<file path="config.mk">
export PLATFORM = sky130hd
export DESIGN_NAME = rca_nibble_scheduler
export DESIGN_NICKNAME = d
export VERILOG_FILES = /design/src/rtl/rca_nibble_scheduler.sv
export SDC_FILE = /design/constraint.sdc
export NUM_CORES = 1
export LEC_CHECK = 0
export CAP_MARGIN = 20
export CORE_MARGIN = 2
export CORE_UTILIZATION = 34
export CTS_CLUSTER_SIZE = 40
export DETAILED_ROUTE_END_ITERATION = 7
export GPL_ROUTABILITY_DRIVEN = 1
export SYNTH_ARGS = -nofsm -noshare
export SYNTH_HDL_FRONTEND = slang
export SYNTH_SLANG_ARGS = --single-unit
export TNS_END_PERCENT = 30
</file>
<file path="constraint.sdc">
create_clock -name clk -period 3.1 [get_ports clk]
set_clock_uncertainty 0.1 [all_clocks]
set_input_delay 0.62 -clock clk [delete_from_list [all_inputs] [get_ports clk]]
set_output_delay 0.62 -clock clk [all_outputs]
set_load 0.01 [all_outputs]
</file>
<file path="src/rtl/rca_nibble_scheduler.sv">
// rtl/rca_nibble_scheduler.sv - two-requester sequencer for a shared 4-bit ripple-carry slice (optional RCA_SCHED_OVF_EN)
module rca_nibble_scheduler #(
    parameter int NIBBLES = 4
) (
    input  logic                 clk,
    input  logic                 rst,
    input  logic                 req0_valid,
    input  logic [4*NIBBLES-1:0] req0_a,
    input  logic [4*NIBBLES-1:0] req0_b,
    input  logic                 req0_cin,
    output logic                 req0_ready,
    input  logic                 req1_valid,
    input  logic [4*NIBBLES-1:0] req1_a,
    input  logic [4*NIBBLES-1:0] req1_b,
    input  logic                 req1_cin,
    output logic                 req1_ready,
    output logic                 busy,
    output logic                 res_valid,
    output logic                 res_id,
    output logic [4*NIBBLES-1:0] res_sum,
`ifdef RCA_SCHED_OVF_EN
    output logic                 res_ovf,
`endif
    output logic                 res_cout
);

    localparam int W  = 4 * NIBBLES;
    localparam int NW = (NIBBLES > 1) ? $clog2(NIBBLES) : 1;
    localparam logic [NW-1:0] LAST_NIB = NW'(NIBBLES - 1);

    localparam logic [1:0] IDLE = 2'd0;
    localparam logic [1:0] ADD  = 2'd1;
    localparam logic [1:0] DONE = 2'd2;

    logic [1:0]    state;
    logic [NW-1:0] nib;
    logic [W-1:0]  a_r;
    logic [W-1:0]  b_r;
    logic [W-1:0]  sum_r;
    logic          carry;
    logic          id_r;
    logic          last_grant;
    logic          busy_r;
    logic          grant1;
    logic          handshake;
    logic [3:0]    slice_a;
    logic [3:0]    slice_b;
    logic [3:0]    slice_sum;
    logic [4:0]    slice_c;

    // Requester 1 wins when alone, or on a tie when requester 0 was served last.
    assign grant1     = req1_valid & (~req0_valid | ~last_grant);
    assign req0_ready = (state == IDLE) & req0_valid & ~grant1;
    assign req1_ready = (state == IDLE) & req1_valid & grant1;
    assign handshake  = req0_ready | req1_ready;

    assign slice_a = a_r[{nib, 2'b00} +: 4];
    assign slice_b = b_r[{nib, 2'b00} +: 4];

    // The shared 4-bit ripple-carry slice; the carry register closes the chain between nibbles.
    always_comb begin
        slice_sum = '0;
        slice_c   = {4'b0000, carry};
        for (int i = 0; i < 4; i++) begin
            slice_sum[i]  = slice_a[i] ^ slice_b[i] ^ slice_c[i];
            slice_c[i+1]  = (slice_a[i] & slice_b[i]) | (slice_c[i] & (slice_a[i] ^ slice_b[i]));
        end
    end

    always_ff @(posedge clk) begin
        if (rst) begin
            state      <= IDLE;
            nib        <= '0;
            a_r        <= '0;
            b_r        <= '0;
            sum_r      <= '0;
            carry      <= 1'b0;
            id_r       <= 1'b0;
            last_grant <= 1'b1;
            busy_r     <= 1'b0;
        end else begin
            case (state)
                IDLE: begin
                    if (handshake) begin
                        a_r        <= grant1 ? req1_a : req0_a;
                        b_r        <= grant1 ? req1_b : req0_b;
                        carry      <= grant1 ? req1_cin : req0_cin;
                        id_r       <= grant1;
                        sum_r      <= '0;
                        nib        <= '0;
                        last_grant <= grant1;
                        state      <= ADD;
                        busy_r     <= 1'b1;
                    end
                end
                ADD: begin
                    sum_r[{nib, 2'b00} +: 4] <= slice_sum;
                    carry                    <= slice_c[4];
                    if (nib == LAST_NIB) begin
                        nib   <= '0;
                        state <= DONE;
                    end else begin
                        nib <= nib + NW'(1);
                    end
                end
                DONE: begin
                    state  <= IDLE;
                    busy_r <= 1'b0;
                end
                default: begin
                    state  <= IDLE;
                    busy_r <= 1'b0;
                end
            endcase
        end
    end

`ifdef RCA_SCHED_OVF_EN
    logic ovf_r;

    // Signed overflow is judged on the top nibble, where the sign bits live.
    always_ff @(posedge clk) begin
        if (rst) begin
            ovf_r <= 1'b0;
        end else if (state == IDLE && handshake) begin
            ovf_r <= 1'b0;
        end else if (state == ADD && nib == LAST_NIB) begin
            ovf_r <= (a_r[W-1] == b_r[W-1]) && (slice_sum[3] != a_r[W-1]);
        end
    end

    assign res_ovf = ovf_r;
`endif

    assign busy      = busy_r;
    assign res_valid = (state == DONE);
    assign res_id    = id_r;
    assign res_sum   = sum_r;
    assign res_cout  = carry;

endmodule
</file>
---- Yosys cells after proc, flatten, opt, wreduce, memory -nomap -nowiden ----
Cells that the tools add are included.
storage, ports and cells
  register bits ........................... 56
  logic and storage cells ................. 73
operators by class
  $add $sub $neg .......................... 2
  eq/ne operators ......................... 5
  shift-type cells ........................ 4
  multiplexer cells ....................... 16
  bitwise operators ....................... 31
  reduce and logical (&&, ||, !) cells .... 6
operators with widths
  operator                  number
  $mux W16                  3
  $pmux W16 S2              1
  $shiftx A16 B5 Y4         2
  $bwmux W16                1
  $shift A4 B6 Y16 const A  1
  $shiftx A4 B6 Y16         1
  $and A1 B1 Y1             13
  $mux W2                   4
  $pmux W2 S2               2
  $reduce_and A2 Y1         4
  $xor A1 B1 Y1             8
  $neg A4 Y6                1
  $or A1 B1 Y1              6
  $eq A2 B2 Y1 const B      2
  $ne A2 B2 Y1 const B      2
  $not A1 Y1                4
  $pmux W1 S2               2
  $mux W1                   3
  $add A2 B1 Y2 const B     1
  $eq A2 B1 Y1 const B      1
  $logic_not A2 Y1          1
  $reduce_bool A2 Y1        1

---- Logic depth before layout (Yosys ltp) ----
  word-level depth ........................ 12
  depth in mapped cells ................... 12

---- Worst setup path after synthesis ----
Ideal clock, no wire load.
  path type ............................... reg-to-reg
  from .................................... reg nib[1]
  to ...................................... reg sum_r[11], in the netlist res_sum[11]
  library setup time ...................... 0.117 ns
  arrival ................................. 2.715 ns
  path slack .............................. 0.168 ns
  stages on the path, launching flop included .. 13
  path buffers ............................ 1
  period minus slack after synthesis ...... 2.932 ns
  cell sequence ........................... dfxtp_1 -> clkbuf_1 -> mux4_2 -> inv_1 -> fa_1 -> inv_1 -> fa_1 -> inv_1 -> fa_1 -> inv_1 -> fa_1 -> nor2b_1 -> a22o_1
between the ends
  longest elaborated chain between the ends .. 12
  elaborated cells between the ends (all ways) .. 24
ends and longest elaborated chain
  what                                         line    text
  start: declaration                           36      logic [NW-1:0] nib;
  start signal: assignment                     103     nib <= nib + NW'(1);
  $shiftx A16 B5 Y4, on equally long branches  57, 58
  $xor A1 B1 Y1                                65, 66
  $and A1 B1 Y1                                66      slice_c[i+1] = (slice_a[i] & slice_b[i]) | (slice_c[i] & (slice_a[i] ^ slice_b[i]));
  $or A1 B1 Y1                                 66
  $and A1 B1 Y1                                66
  $or A1 B1 Y1                                 66
  $and A1 B1 Y1                                66
  $or A1 B1 Y1                                 66
  $xor A1 B1 Y1                                65      slice_sum[i] = slice_a[i] ^ slice_b[i] ^ slice_c[i];
  $shiftx A4 B6 Y16                            97      sum_r[{nib, 2'b00} +: 4] <= slice_sum;
  $bwmux W16 (*)                               97
  $pmux W16 S2 (*)                             82      case (state)
  end signal: indexed assignment               97
  end: declaration                             39      logic [W-1:0] sum_r;
Mark *: on every way between the ends. The rest lies on a longest branch, timed or not.
A chain may end at the register's enable or synchronous reset.

---- Worst setup path in the final report ----
  from .................................... reg nib[0]
  to ...................................... reg sum_r[11], in the netlist res_sum[11]
The elaborated chain is that of the path after synthesis.

==> reports/qor.yml <==
status: "finished clean"
p_leak_nw: 1.45
grt_pass1_wl_um: 11900
final_core_util: 0.469
layout-drive-gt1-share: 0.175
fin_cells: 462
nets: 431
core_um2: 8590
synth_xor_area_frac: 0
timing.rr.end: "res_sum[11]$_SDFFE_PP0P_"
cts_tree: "built"
grt-ovfl-total: 0
dieArea_um2: 9500
syn_inst: 270
syn_nets: 348
synth_edf_count: 0
highest_layer: "met4"
cp-startpoint: "nib[0]$_SDFFE_PP0P_"
yosys.area_share.simple: 0.0691
antenna_found_initial: 0
synth-seq-cells: 56
yosysWarnings: 0
gr-usage-all-layers: 0.154
wirelength_um: 7120
wl_met1_um: 3400
clk_latency_ns: 0.31
setup_viol: 0
ant_nets: 0
wl_per_cell_um: 15.4
io_pins: 92
via_count: 2367
cap_violations: 0
max_freq_mhz: 341
syn_area_per_cell_um2: 11.0
p_per_area_nw_per_um2: 405
hold_depth: 1
hold_path_class: "reg -> reg"
synth-compound-area-share: 0.269
min_period_ns: 2.93
rsz0062_at_grt: "false"
final_common_cell: "clkdlybuf4s50_1"
path_class: "reg -> reg"
r2r_cells: 11
critPathLaunchType: "flip-flop"
drc: 0
post_cts_resized: 0
syn-cell-area_um2: 2970
min_to: "res_sum[6]$_SDFFE_PP0P_"
clk_path_buf_depth: 2
htreeDepth: 2
tns_ns: 0
cts.sinks: 56
hpwl_um: 5300
synth_fa_ha_area_frac: 0.0438
synth_top_family_by_area: "compound AO/OA/AOI/OAI gates"
port_buffers: 91
wl_met3_um: 359
die_h_um: 97.5
seq_area_frac_synth: 0.377
power_mw: 1.63
ys.flop_type: "dfxtp_1"
slew_headroom: 0.492
grt_max_degree: 39
hold_violations: 0
drtIter0Drc: 115
dp_slack_ns: 0.0858
post_cts.repair.setup_buffers: 0
n_antenna_cell: 0
clk_pin_slew_ns: 0.10
async_flop_share: 0
syn_to_final_growth_pct: 35.7
cts-root-buf: "clkbuf_8"
crit_path_end_kind: "flip-flop"
crit_arrival_ns: 3.04
grt_pass1_vias: 2390
r2r-start: "nib[0]$_SDFFE_PP0P_"
netlist-cell-type-count: 40
drv_slew: 0
avgViaCountPerCell: 5.12
hold_buffers: 0
placedCellCount: 454
start_util: 0.346
placement_rows: 34
setup_ws_ns: 0.168
tightest_slew_ns: 0.751
cts_buffers: 5
die_w_um: 97.5
final_cell_mix: "clkdlybuf4s50_1, dfxtp_1, a21oi_1"
drt_pass1_iterations: 4
min_from: "res_sum[6]$_SDFFE_PP0P_"
finalCritPeriodShare: 0.946
gp_congestion: 0.802
rrSetupSlack_ns: 0.17
worstPathRequired_ns: 3.21
wl_met2_um: 3310
muxShareOfSynthArea: 0.172
ir_drop_v: 0.000204
path_max_fanout: 5
[power by group]
part / total (mW) / switching [mW] / leakage [nW] / internal [mW]
sequential: 0.808 / 0.0374 / 0.461 / 0.771
clock: 0.407 / 0.228 / 0.0510 / 0.179
combinational: 0.419 / 0.194 / 0.936 / 0.225
[synthesized netlist by cell type (5+ instances only)]
cell	count	share of area
nand2b_1	5	0.011
clkbuf_1	9	0.011
a211oi_2	30	0.13
a21oi_1	34	0.057
buf_6	7	0.027
nor2_1	8	0.010
dfxtp_1	56	0.38
inv_1	11	0.014
a22o_1	16	0.047
mux4_2	8	0.061
mux2i_1	33	0.11
[logic make-up after synthesis]
group,after synthesis
fa+ha+maj,8
flops,56
buf+inv,36
compound gates,95
mux,41
simple gates,34
[worst max-delay path, cell delays in order (launching register included)]
cell     delay (ns)
dfxtp_2        0.41
mux4_2         0.52
inv_1          0.09
fa_1           0.16
inv_1          0.05
fa_1           0.36
inv_1          0.08
fa_1           0.16
inv_1          0.05
fa_1           0.43
nor2b_2        0.19
a22o_1         0.25
[routing by layer]
layer | global-route usage | vias up
li1 | - | 1180
met4 | 0.0406 | 0
met5 | 0 | -
met3 | 0.0353 | 2
met1 | 0.208 | 1119
met2 | 0.250 | 66
[cell type report]
class / instances / area [um^2]
multi-input cells: 178 / 1660
well taps: 108 / 135
inverters: 11 / 41.3
flip-flops and latches: 56 / 1120
clock buffers: 6 / 82.6
fillers: 828 / 4560
repair buffers: 101 / 981
clock inverters: 2 / 10.0
[through the flow]
step                      hold WS (ns)  area, um^2
after floorplan                  0.391        2970
after global placement           0.360        3930
after detailed placement         0.361        3930
after CTS                        0.384        4030
after global routing             0.409        4030
final                            0.384        4030
[state kept, by name (all words and copies together), names as in the netlist, 2 cells and up]
signal	cells
b_r	16
res_sum	16
state	2
a_r	16
nib	2
[how the worst max path moves through the flow]
stage / end
final: res_sum[11]$_SDFFE_PP0P_
after global routing: res_sum[11]$_SDFFE_PP0P_
after CTS: res_sum[3]$_SDFFE_PP0P_
after detailed placement: res_sum[7]$_SDFFE_PP0P_
after global placement: res_sum[11]$_SDFFE_PP0P_
after floorplan: res_sum[11]$_SDFFE_PP0P_
(Power assumes the default switching activity.)
